## config.mk

```make
export PLATFORM = sky130hd
export DESIGN_NAME = snn_layer_tdm
export DESIGN_NICKNAME = d
export VERILOG_FILES = /design/src/rtl/snn_layer_tdm.sv
export SDC_FILE = /design/constraint.sdc
export NUM_CORES = 1
export LEC_CHECK = 0
export CAP_MARGIN = 25
export CORE_UTILIZATION = 42
export CTS_CLUSTER_SIZE = 40
export DETAILED_ROUTE_END_ITERATION = 16
export SYNTH_ARGS = -nofsm -noshare
export SYNTH_HDL_FRONTEND = slang
export SYNTH_SLANG_ARGS = --single-unit
```

## constraint.sdc

```tcl
create_clock -name clk -period 6.7 [get_ports clk]
set_clock_uncertainty 0.2 [all_clocks]
set_input_delay 2.01 -clock clk [delete_from_list [all_inputs] [get_ports clk]]
set_output_delay 2.01 -clock clk [all_outputs]
set_load 0.1 [all_outputs]
```

## src/rtl/snn_layer_tdm.sv

```systemverilog
// Time-multiplexed fully-connected leaky integrate-and-fire layer.
// One shared accumulator walks every synapse of one neuron, then updates that
// neuron's membrane potential; a timestep costs N_OUT*(N_IN+1)+1 cycles.
module snn_layer_tdm #(
  parameter int unsigned N_IN       = 4,
  parameter int unsigned N_OUT      = 2,
  parameter int unsigned DW         = 16,
  parameter int unsigned WW         = 8,
  parameter int unsigned LEAK_SHIFT = 3,
  parameter int          THRESH     = 256,
  parameter int unsigned REFRAC     = 2,
  localparam int unsigned NW        = N_IN * N_OUT,
  localparam int unsigned AW        = (NW > 1) ? $clog2(NW) : 1
) (
  input  logic                 clk,
  input  logic                 rst,
  input  logic                 en,
  input  logic                 step_start,
  input  logic [N_IN-1:0]      in_spike,
  input  logic                 wt_we,
  input  logic [AW-1:0]        wt_addr,
  input  logic signed [WW-1:0] wt_wdata,
  output logic                 busy,
  output logic                 step_done,
  output logic [N_OUT-1:0]     out_spike
);

  localparam int unsigned IW  = (N_IN > 1) ? $clog2(N_IN) : 1;
  localparam int unsigned JW  = (N_OUT > 1) ? $clog2(N_OUT) : 1;
  localparam int unsigned RW  = (REFRAC > 0) ? $clog2(REFRAC + 1) : 1;
  localparam int unsigned VXW = DW + 2;

  localparam logic signed [VXW-1:0] V_MAX = VXW'((2 ** (DW - 1)) - 1);
  localparam logic signed [VXW-1:0] V_MIN = -V_MAX - VXW'(1);
  localparam logic signed [DW-1:0]  THR   = DW'(THRESH);

  typedef enum logic [1:0] {S_IDLE, S_ACCUM, S_UPDATE, S_DONE} state_t;

  state_t                 state_q, state_nx;
  logic [N_IN-1:0]        in_l_q;
  logic [IW-1:0]          i_q;
  logic [JW-1:0]          j_q;
  logic [AW-1:0]          widx_q;
  logic signed [VXW-1:0]  acc_q;
  logic signed [DW-1:0]   v_q   [N_OUT];
  logic [RW-1:0]          rf_q  [N_OUT];
  logic [N_OUT-1:0]       spk_q;
  logic signed [WW-1:0]   wt_q  [NW];

  logic signed [VXW-1:0]  w_sel_c;
  logic signed [DW-1:0]   v_cur_c;
  logic signed [VXW-1:0]  v_ext_c;
  logic signed [DW-1:0]   v_sat_c;
  logic                   fire_c;
  logic                   i_last_c;
  logic                   j_last_c;

  // State register
  always_ff @(posedge clk or negedge rst) begin
    if (!rst) state_q <= S_IDLE;
    else      state_q <= state_nx;
  end

  // Next-state logic; en low freezes the sequence
  always_comb begin
    state_nx = state_q;
    if (en) begin
      case (state_q)
        S_IDLE:   if (step_start) state_nx = S_ACCUM;
        S_ACCUM:  if (i_last_c) state_nx = S_UPDATE;
        S_UPDATE: state_nx = j_last_c ? S_DONE : S_ACCUM;
        S_DONE:   state_nx = S_IDLE;
        default:  state_nx = S_IDLE;
      endcase
    end
  end

  // Selected synapse weight and leaky/saturating membrane update for neuron j
  always_comb begin
    i_last_c = (i_q == IW'(N_IN - 1));
    j_last_c = (j_q == JW'(N_OUT - 1));
    w_sel_c  = VXW'(wt_q[widx_q]);
    v_cur_c  = v_q[j_q];
    v_ext_c  = VXW'(v_cur_c) - VXW'(v_cur_c >>> LEAK_SHIFT) + acc_q;
    if (v_ext_c > V_MAX)      v_sat_c = DW'(V_MAX);
    else if (v_ext_c < V_MIN) v_sat_c = DW'(V_MIN);
    else                      v_sat_c = DW'(v_ext_c);
    fire_c   = (v_sat_c >= THR);
  end

  // Weight array: writable only while idle and enabled, out-of-range dropped
  always_ff @(posedge clk or negedge rst) begin
    if (!rst) begin
      for (int unsigned k = 0; k < NW; k++) wt_q[k] <= '0;
    end else if (en && (state_q == S_IDLE) && wt_we && (32'(wt_addr) < NW)) begin
      wt_q[wt_addr] <= wt_wdata;
    end
  end

  // Accumulate, neuron update and refractory bookkeeping
  always_ff @(posedge clk or negedge rst) begin
    if (!rst) begin
      in_l_q <= '0;
      i_q    <= '0;
      j_q    <= '0;
      widx_q <= '0;
      acc_q  <= '0;
      spk_q  <= '0;
      for (int unsigned k = 0; k < N_OUT; k++) begin
        v_q[k]  <= '0;
        rf_q[k] <= '0;
      end
    end else if (en) begin
      case (state_q)
        S_IDLE: begin
          if (step_start) begin
            in_l_q <= in_spike;
            i_q    <= '0;
            j_q    <= '0;
            widx_q <= '0;
            acc_q  <= '0;
          end
        end
        S_ACCUM: begin
          if (in_l_q[i_q]) acc_q <= acc_q + w_sel_c;
          i_q    <= i_q + IW'(1);
          widx_q <= widx_q + AW'(1);
        end
        S_UPDATE: begin
          if (rf_q[j_q] != '0) begin
            rf_q[j_q]  <= rf_q[j_q] - RW'(1);
            v_q[j_q]   <= '0;
            spk_q[j_q] <= 1'b0;
          end else if (fire_c) begin
            rf_q[j_q]  <= RW'(REFRAC);
            v_q[j_q]   <= '0;
            spk_q[j_q] <= 1'b1;
          end else begin
            v_q[j_q]   <= v_sat_c;
            spk_q[j_q] <= 1'b0;
          end
          acc_q <= '0;
          i_q   <= '0;
          j_q   <= j_q + JW'(1);
        end
        default: ;
      endcase
    end
  end

  // Registered handshake and spike outputs; step_done suppressed while stalled
  always_ff @(posedge clk or negedge rst) begin
    if (!rst) begin
      busy      <= 1'b0;
      step_done <= 1'b0;
      out_spike <= '0;
    end else if (en) begin
      busy      <= (state_nx != S_IDLE);
      step_done <= (state_q == S_DONE);
      if (state_q == S_DONE) out_spike <= spk_q;
    end else begin
      step_done <= 1'b0;
    end
  end

endmodule

```

==> run summary, run 1 <==
Synth Register Bits: 136
Setup-failing EPs final: 0
routability cong.: 0.904
DR vias: 6,236
cells after synthesis: 846
total CTS buffers: 17
critical-path cell list: buf_4 > mux2i_1 > inv_1 > fa_1 > inv_1 > ha_1 > a21o_1 > or3_1 > o211ai_1 > a21oi_1 > xnor2_1 > and4bb_1 > a21oi_1 > o31a_1
total global-route track usage: 19.9%
Power Density: 549 nW/µm²
Die Span Y: 145 µm
Setup Fix Bufs, Post-CTS: 0
CP Launch Type: flop
dpl hpwl: 13,300 µm
Rows: 51
Syn Area/Cell: 10.1 µm²
layout cells sized above 1: 16.6%
Post-synth EDFFs: 0
Min-Delay Startpoint: v_q[9]
Tightest Pin Transition: 981 ps
Peak VDD IR: 0.262 mV
# IOs: 24
port bufs: 23
synth warn: 0
full die area: 20,900 µm²
Min-Delay Path Depth: 2
commonest non-fill, non-tap cell in the layout: dfrtp_1
family with the most delay on the worst path: compound AO/OA/AOI/OAI gates
crit path max fanout: 15
setup ws final: 1540 ps
Crit path required time: 6820 ps
vias in the first global route: 6,122
Largest stage delay, worst path: 600 ps
status: finished clean
pre-CTS setup slack: 1610 ps
vias per cell: 5.45
TritonCTS clock tree: built
Worst R2R Setup Slack: 1540 ps
worst hold endpoint: v_q[9]
Pwr Total: 5.32 mW
Tmin final: 5160 ps
Crit path depth: 14
asr flop ratio synth: 100%
Yosys cell types: 67
DR WL/cell: 16.7 µm
Fmax: 194 MHz
cell area after synthesis: 8540 µm²
# DRC: 0
Hold Vio Cnt, Final: 0
post-synthesis sequential area ratio: 39.8%
Clock Sinks: 136
Post-synth top flop: dfrtp_1
first-pass iteration count of the detailed router: 4
commonest non-fill, non-tap cells in the layout: dfrtp_1, nand2_1, mux2_2, inv_1, nor2_1
worst path bufs/invs: 3
FF-to-FF Start: j_last_c
Die Wd: 145 µm
fin. max-slew vios: 0
H-tree depth: 4
post-cts sizing count: 0
Detail Route Antenna Nets: 0
initial antenna violation count: 0
Detailed Route Iter0 Violations: 344
RSZ-0062 raised after global routing: no
reg2reg path depth: 14
nets@finish: 941
Hold Crit Class: reg -> reg
hold buffers post-CTS: 0
first-pass GRT wire length: 31,900 µm
Root Driver: clkbuf_16
leak pwr: 4.43 nW
r2r endpoint: rf_q[3]
Area growth syn-to-layout: 13.4%
slew margin rel.: 34.4%
CP Capture Type: flop
critical path's slowest cell: dfrtp_1
Clk Latency, worst-skew pair: 440 ps
Reg clk slew, reported paths: 60 ps
# Max-Cap Violations: 0
diodes inserted: 0
DP Area: 9060 µm²
final worst-path cycle share: 77.1%
starting density of the core: 43.3%
# fillers: 1,789
Longest Clk Path Bufs: 2
CP Class: reg -> reg
Synthesized Nets: 920
fin area: 9690 µm²
CP Launch Point: j_last_c
core area: 19,700 µm²
pin count of the biggest net entering global routing: 103
TNS Setup: 0 ps
Worst EP arrival: 5280 ps
Congestion Overflow GR: 0
final WL: 19,200 µm
[metrics by stage]
step	hold slack (ps)	utilization [%]	instances
detailed placement	270	46.0	1112
global route	296	49.2	1145
finish	279	49.2	1145
global placement	259	46.0	1112
CTS	282	49.0	1144
floorplan	243	-	846
[sequential cells by signal, summed over array words and instances (netlist names), named ones only]
register   count
v_q           32
step_done      1
j_last_c       1
acc_q         18
in_l_q         4
state_q        2
busy           1
rf_q           4
out_spike      2
widx_q         3
wt_q          64
i_q            2
[how the worst max path moves through the flow]
stage	slack [ps]	endpoint
2_1_floorplan	2160	acc_q[14]
3_3_place_gp	1690	rf_q[1]
3_5_place_dp	1610	v_q[30]
4_1_cts	1560	rf_q[3]
5_1_grt	1160	v_q[25]
6_report	1540	rf_q[3]
[cell families after synthesis]
kind of cell	after synthesis	synth area share, %
AO/OA/AOI/OAI	153	12.2
XOR/XNOR	26	2.67
adder cells (fa/ha/maj)	54	9.31
buffers and inverters	102	4.63
flip-flops	136	39.8
multiplexers	107	16.1
AND/OR/NAND/NOR	268	15.3
[power by group]
group	leakage (nW)	switching, mW	internal (mW)
clock network	0.292	0.440	0.505
logic	2.34	1.80	1.27
registers	1.79	0.230	1.08
total	4.43	2.47	2.85
[routing by layer]
layer  vias up  part of all wire [%]  wire length [µm]  GRT usage (%)
li1       3079                     -                 -              -
met1      3031                    47              9040           26.9
met2        97                    48              9170           32.3
met3        29                   3.1               599           3.34
met4         0                   1.8               341           6.76
met5         -                     0                 0              0
[cell type report]
cell class | instances | area (µm²) | area share [%]
repair buffers | 36 | 349 | 3.60
multi-input cells | 608 | 4750 | 49.0
clock buffers | 17 | 425 | 4.39
inverters | 68 | 255 | 2.63
clock inverters | 15 | 178 | 1.83
flip-flops and latches | 136 | 3400 | 35.1
well taps | 265 | 332 | 3.42
[cells in the mapped netlist, types with 3 or more instances]
cell type  count  area (µm²)
buf_1          3        11.3
ha_1          38         475
o211ai_1      13        97.6
o31ai_1       11        82.6
inv_1         67         251
nand4b_1       3        26.3
nand4_1       17         106
o31a_1         4        35.0
xnor2_1       15         131
o21ai_1        7        35.0
nand3_1       41         205
buf_2          4        20.0
a32o_1         4        40.0
o21bai_1       4        30.0
nor3_1        18        90.1
clkbuf_1      25        93.8
nand2_1       96         360
a31oi_1        6        37.5
xor2_1        11        96.3
nor2_1        47         176
mux2i_1       17         170
o21a_1         5        37.5
and3_1         3        18.8
and2_1         3        18.8
a21o_1        12        90.1
fa_1          16         320
mux2_2        73         822
or3_1          4        25.0
o21ai_0       32         160
a22o_1         7        61.3
mux4_2        17         383
nor3b_1        4        30.0
a21oi_1       26         130
nand2b_1       9        56.3
dfrtp_1      136        3400
nor2b_1        5        31.3
[tightest hold or removal path, delay by kind of cell (launching register included)]
| kind | cells | cell delay (ps) |
|---|---|---|
| simple gates | 1 | 50 |
| compound gates | 1 | 50 |
| flops | 1 | 340 |
Power figures use the tool's default switching activity.
==> inputs of run 2 (changes only) <==
==> constraint.sdc (replaced) <==
create_clock -name clk -period 4.24 [get_ports clk]
set_clock_uncertainty 0.2 [all_clocks]
set_input_delay 1.272 -clock clk [delete_from_list [all_inputs] [get_ports clk]]
set_output_delay 1.272 -clock clk [all_outputs]
set_load 0.1 [all_outputs]
==> run summary, run 2 (same netlist as run 1, synthesis figures left out) <==
diodes inserted: 0
fin area: 10,400 µm²
Longest Clk Path Bufs: 2
Util after Layout: 52.8%
Clock Sinks: 136
Detail Route Antenna Nets: 0
final WL: 20,800 µm
routability cong.: 0.951
CP Launch Type: flop
FF-to-FF Start: j_last_c
critical path's slowest cell: fa_1
biggest regs: wt_q: 64 flops, v_q: 32 flops, acc_q: 18 flops
CP Capture Type: flop
fin. max-slew vios: 0
critical-path cell list: buf_12 > buf_4 > mux2_2 > fa_1 > inv_1 > ha_1 > and3_1 > a22oi_2 > nand2_1 > o21ai_0 > xor2_1 > and4bb_2 > buf_6 > nand2_2 > o211ai_1
Clk Latency, worst-skew pair: 420 ps
dpl hpwl: 14,500 µm
Largest stage delay, worst path: 520 ps
H-tree depth: 4
switching share of power: 44.3%
post-route insts no fill: 1,205
Min-Delay Path Depth: 2
total global-route track usage: 20.9%
Die Span Y: 145 µm
pre-CTS setup slack: -237 ps
Power Density: 938 nW/µm²
Hold Crit Class: reg -> reg
nets@finish: 1,001
status: finished clean
Root Driver: clkbuf_16
full die area: 20,900 µm²
power share of the combinational group: 63.5%
# IOs: 24
Reg clk slew, reported paths: 60 ps
first-pass iteration count of the detailed router: 5
vias in the first global route: 6,517
TNS Setup: 0 ps
Crit path required time: 4360 ps
port bufs: 23
layout cells sized above 1: 25.7%
reg2reg path depth: 15
RSZ-0062 raised after global routing: yes
worst hold endpoint: v_q[16]
DP Area: 9400 µm²
Clk pwr share: 15.6%
commonest non-fill, non-tap cells in the layout: dfrtp_1, nand2_1, mux2_2, inv_1, buf_4
Fmax: 243 MHz
Min-Delay Startpoint: v_q[16]
Detailed Route Iter0 Violations: 336
Worst R2R Setup Slack: 120 ps
total CTS buffers: 17
pin count of the biggest net entering global routing: 66
# DRC: 0
setup ws final: 125 ps
Die Wd: 145 µm
family with the most delay on the worst path: adder cells
worst path bufs/invs: 4
Placed Cells: 1,154
Pwr Total: 9.76 mW
Rows: 51
TritonCTS clock tree: built
P_int: 5.44 mW
# Max-Cap Violations: 0
worst hold slack: 286 ps
first-pass GRT wire length: 33,500 µm
commonest non-fill, non-tap cell in the layout: dfrtp_1
Hold Vio Cnt, Final: 0
Setup-failing EPs final: 0
Crit path depth: 15
DR WL/cell: 17.2 µm
Congestion Overflow GR: 0
final worst-path cycle share: 97.1%
Tightest Pin Transition: 973 ps
CP Class: reg -> reg
core area: 19,700 µm²
Area growth syn-to-layout: 21.8%
initial antenna violation count: 0
DR vias: 6,659
crit path max fanout: 10
starting density of the core: 43.3%
Seq pwr share: 20.9%
Tmin final: 4120 ps
Peak VDD IR: 0.475 mV
Top reg by flops: wt_q
max reg flops: 64
Worst EP arrival: 4230 ps
slew margin rel.: 35.0%
r2r endpoint: v_q[3]
vias per cell: 5.53
Net Sw Power: 4.32 mW
leak pwr: 4.75 nW
[run 2: worst register-to-register path: stages, from the launching register on]
cell	delay, ps
dfrtp_2	480
buf_12	160
buf_4	150
mux2_2	370
fa_1	530
inv_1	50
ha_1	290
and3_1	190
a22oi_2	250
nand2_1	70
o21ai_0	200
xor2_1	260
and4bb_2	320
buf_6	150
nand2_2	120
o211ai_1	240
[run 2: timing repair]
item	CTS	global route
endpoints found under the setup margin	29	40
gates resized for setup	5	46
pin swaps	1	8
gates cloned	0	4
hold buffers	0	0
setup buffers	1	14
[run 2: worst max-delay path by stage]
stage | from | to | slack, ps
2_1_floorplan | widx_q[0] | acc_q[14] | -70
4_1_cts | j_last_c | rf_q[0] | -20
3_5_place_dp | j_last_c | v_q[3] | -240
5_1_grt | j_last_c | v_q[30] | -70
6_report | j_last_c | v_q[3] | 120
3_3_place_gp | j_last_c | v_q[3] | -80
[run 2: cell type report]
type	count	area [µm²]
clock buffer	17	425
clock inverter	15	183
fill	1730	9310
inverter	68	255
multi-input combinational	608	4950
sequential	136	3410
tap	265	332
timing repair buffer	96	856
[run 2: per-layer routing]
metal / share of wire (%) / track usage [%] / vias to the layer above
li1: - / - / 3200
met1: 47 / 27.8 / 3304
met2: 49 / 34.5 / 136
met3: 2.9 / 3.84 / 19
met4: 1.2 / 6.26 / 0
met5: 0 / 0 / -
[run 2: power groups by stage]
stage	sequential, mW	clock (mW)	combinational [mW]
after CTS	2.02	1.56	5.42
final	2.04	1.53	6.19
after detailed placement	2.04	0	5.36
after floorplan	1.93	0	3.83
after global placement	2.03	0	5.30
after global routing	2.09	1.62	6.76
==> inputs of run 3 (changes only) <==
--- a/config.mk
+++ b/config.mk
@@ -9,6 +9,7 @@
 export CORE_UTILIZATION = 42
 export CTS_CLUSTER_SIZE = 40
 export DETAILED_ROUTE_END_ITERATION = 16
+export DONT_BUFFER_PORTS = 1
 export SYNTH_ARGS = -nofsm -noshare
 export SYNTH_HDL_FRONTEND = slang
 export SYNTH_SLANG_ARGS = --single-unit
==> constraint.sdc (replaced) <==
create_clock -name clk -period 3.5 [get_ports clk]
set_clock_uncertainty 0.2 [all_clocks]
set_input_delay 1.05 -clock clk [delete_from_list [all_inputs] [get_ports clk]]
set_output_delay 1.05 -clock clk [all_outputs]
set_load 0.1 [all_outputs]
==> run summary, run 3 (same netlist as run 1, synthesis figures left out) <==
status: finished, violations left
failing checks: setup timing
Area growth syn-to-layout: 33.4%
Worst EP arrival: 4130 ps
layout cells sized above 1: 38.5%
TritonCTS clock tree: built
Worst R2R Setup Slack: -510 ps
Congestion Overflow GR: 0
dpl hpwl: 14,600 µm
hold buffers post-CTS: 0
area of the multi-input gates: 5530 µm²
first-pass GRT wire length: 34,600 µm
slew margin rel.: 40.0%
pin count of the biggest net entering global routing: 137
Rows: 51
final worst-path cycle share: 115%
crit path max fanout: 5
Longest Clk Path Bufs: 2
Tmin final: 4010 ps
Setup-failing EPs final: 43
port bufs: 0
initial antenna violation count: 0
Tightest Pin Transition: 900 ps
biggest regs: wt_q: 64 flops, v_q: 32 flops, acc_q: 18 flops
total CTS buffers: 17
Die Span Y: 145 µm
# IOs: 24
max reg flops: 64
nets@finish: 1,057
DR vias: 6,844
Reg clk slew, reported paths: 70 ps
DR WL/cell: 16.8 µm
final WL: 21,200 µm
commonest non-fill, non-tap cells in the layout: dfrtp_1, buf_4, nand2_1, mux2_2, inv_1
core area: 19,700 µm²
routability cong.: 0.856
Reg area: 3410 µm²
starting density of the core: 43.3%
Top reg by flops: wt_q
setup ws final: -513 ps
Die Wd: 145 µm
# DRC: 0
RSZ-0062 raised after global routing: yes
total global-route track usage: 21.5%
Crit path required time: 3610 ps
TNS Setup: -16,460 ps
Hold Crit Class: in -> async
Root Driver: clkbuf_16
Hold Vio Cnt, Final: 0
vias per cell: 5.43
diodes inserted: 0
Clk Latency, worst-skew pair: 430 ps
fin. max-slew vios: 0
Detail Route Antenna Nets: 0
# fillers: 1,706
Fmax: 249 MHz
Detailed Route Iter0 Violations: 318
H-tree depth: 4
CP Launch Type: flop
CP Class: reg -> reg
vias in the first global route: 6,979
Clock Sinks: 136
CP Capture Type: flop
commonest non-fill, non-tap cell in the layout: dfrtp_1
full die area: 20,900 µm²
first-pass iteration count of the detailed router: 5
# Max-Cap Violations: 0
run 3: cell count changes in the layout (fill, tap and decap cells not counted), moves of 11 or more:
cell | before | now
clkdlybuf4s50_1 | 22 | 0
buf_4 | 63 | 129
ha_1 | 33 | 21
ha_4 | 2 | 15
o21ai_0 | 30 | 19
run 3: metrics by stage:
stage	cells	hold WS, ps	setup WS, ps	cell area [µm²]	utilization, %
final	1261	114	-513	11400	57.8
after global routing	1261	99.2	-644	11400	57.8
after CTS	1254	113	-440	11100	56.3
after detailed placement	1199	268	-597	9890	50.2
after global placement	1199	260	-567	9890	50.2
after floorplan	846	243	-372	8830	-
run 3: cell type report:
cell class              instances  share of cell area [%]
clock buffers                  17                    3.73
clock inverters                15                    1.43
inverters                      68                    2.24
multi-input cells             609                    48.5
flip-flops and latches        136                    29.9
well taps                     265                    2.91
repair buffers                151                    11.3
run 3: per-layer routing:
metal / global-route usage (%) / share of wire, % / vias up
met5: 0 / 0 / -
met4: 6.54 / 1.2 / 0
met3: 3.87 / 3.6 / 20
met2: 37.1 / 51 / 112
met1: 27.2 / 44 / 3391
li1: - / - / 3321
run 3: worst max-delay path: stages, from the launching register on:
cell and delay, ps:
dfrtp_2 460, buf_12 170, mux2_4 300, fa_2 590
inv_2 50, fa_2 390, nand2b_4 160, a21oi_4 150
o211ai_1 160, a21oi_2 310, o21a_1 230, o31a_1 220
buf_4 150, nand3_4 110, o31ai_2 270
run 3: final timing paths:
path	start	to	cells past startpoint
max in group asynchronous	rst	wt_q[39]	0
min in group clk	wt_q[34]	wt_q[34]	1
setup reg to reg	j_last_c	v_q[12]	14
hold / removal	rst	acc_q[16]	0
setup / recovery	j_last_c	v_q[12]	14
hold reg to reg	wt_q[34]	wt_q[34]	1
run 3: repair_timing:
item,CTS,global route
gates cloned,2,1
endpoints found under the setup margin,46,47
pin swaps,34,41
resized for setup,75,58
setup buffers,24,12
Power of run 3 is not shown: default switching activity piles up to over one toggle a cycle in this logic, so the estimate is an artifact.
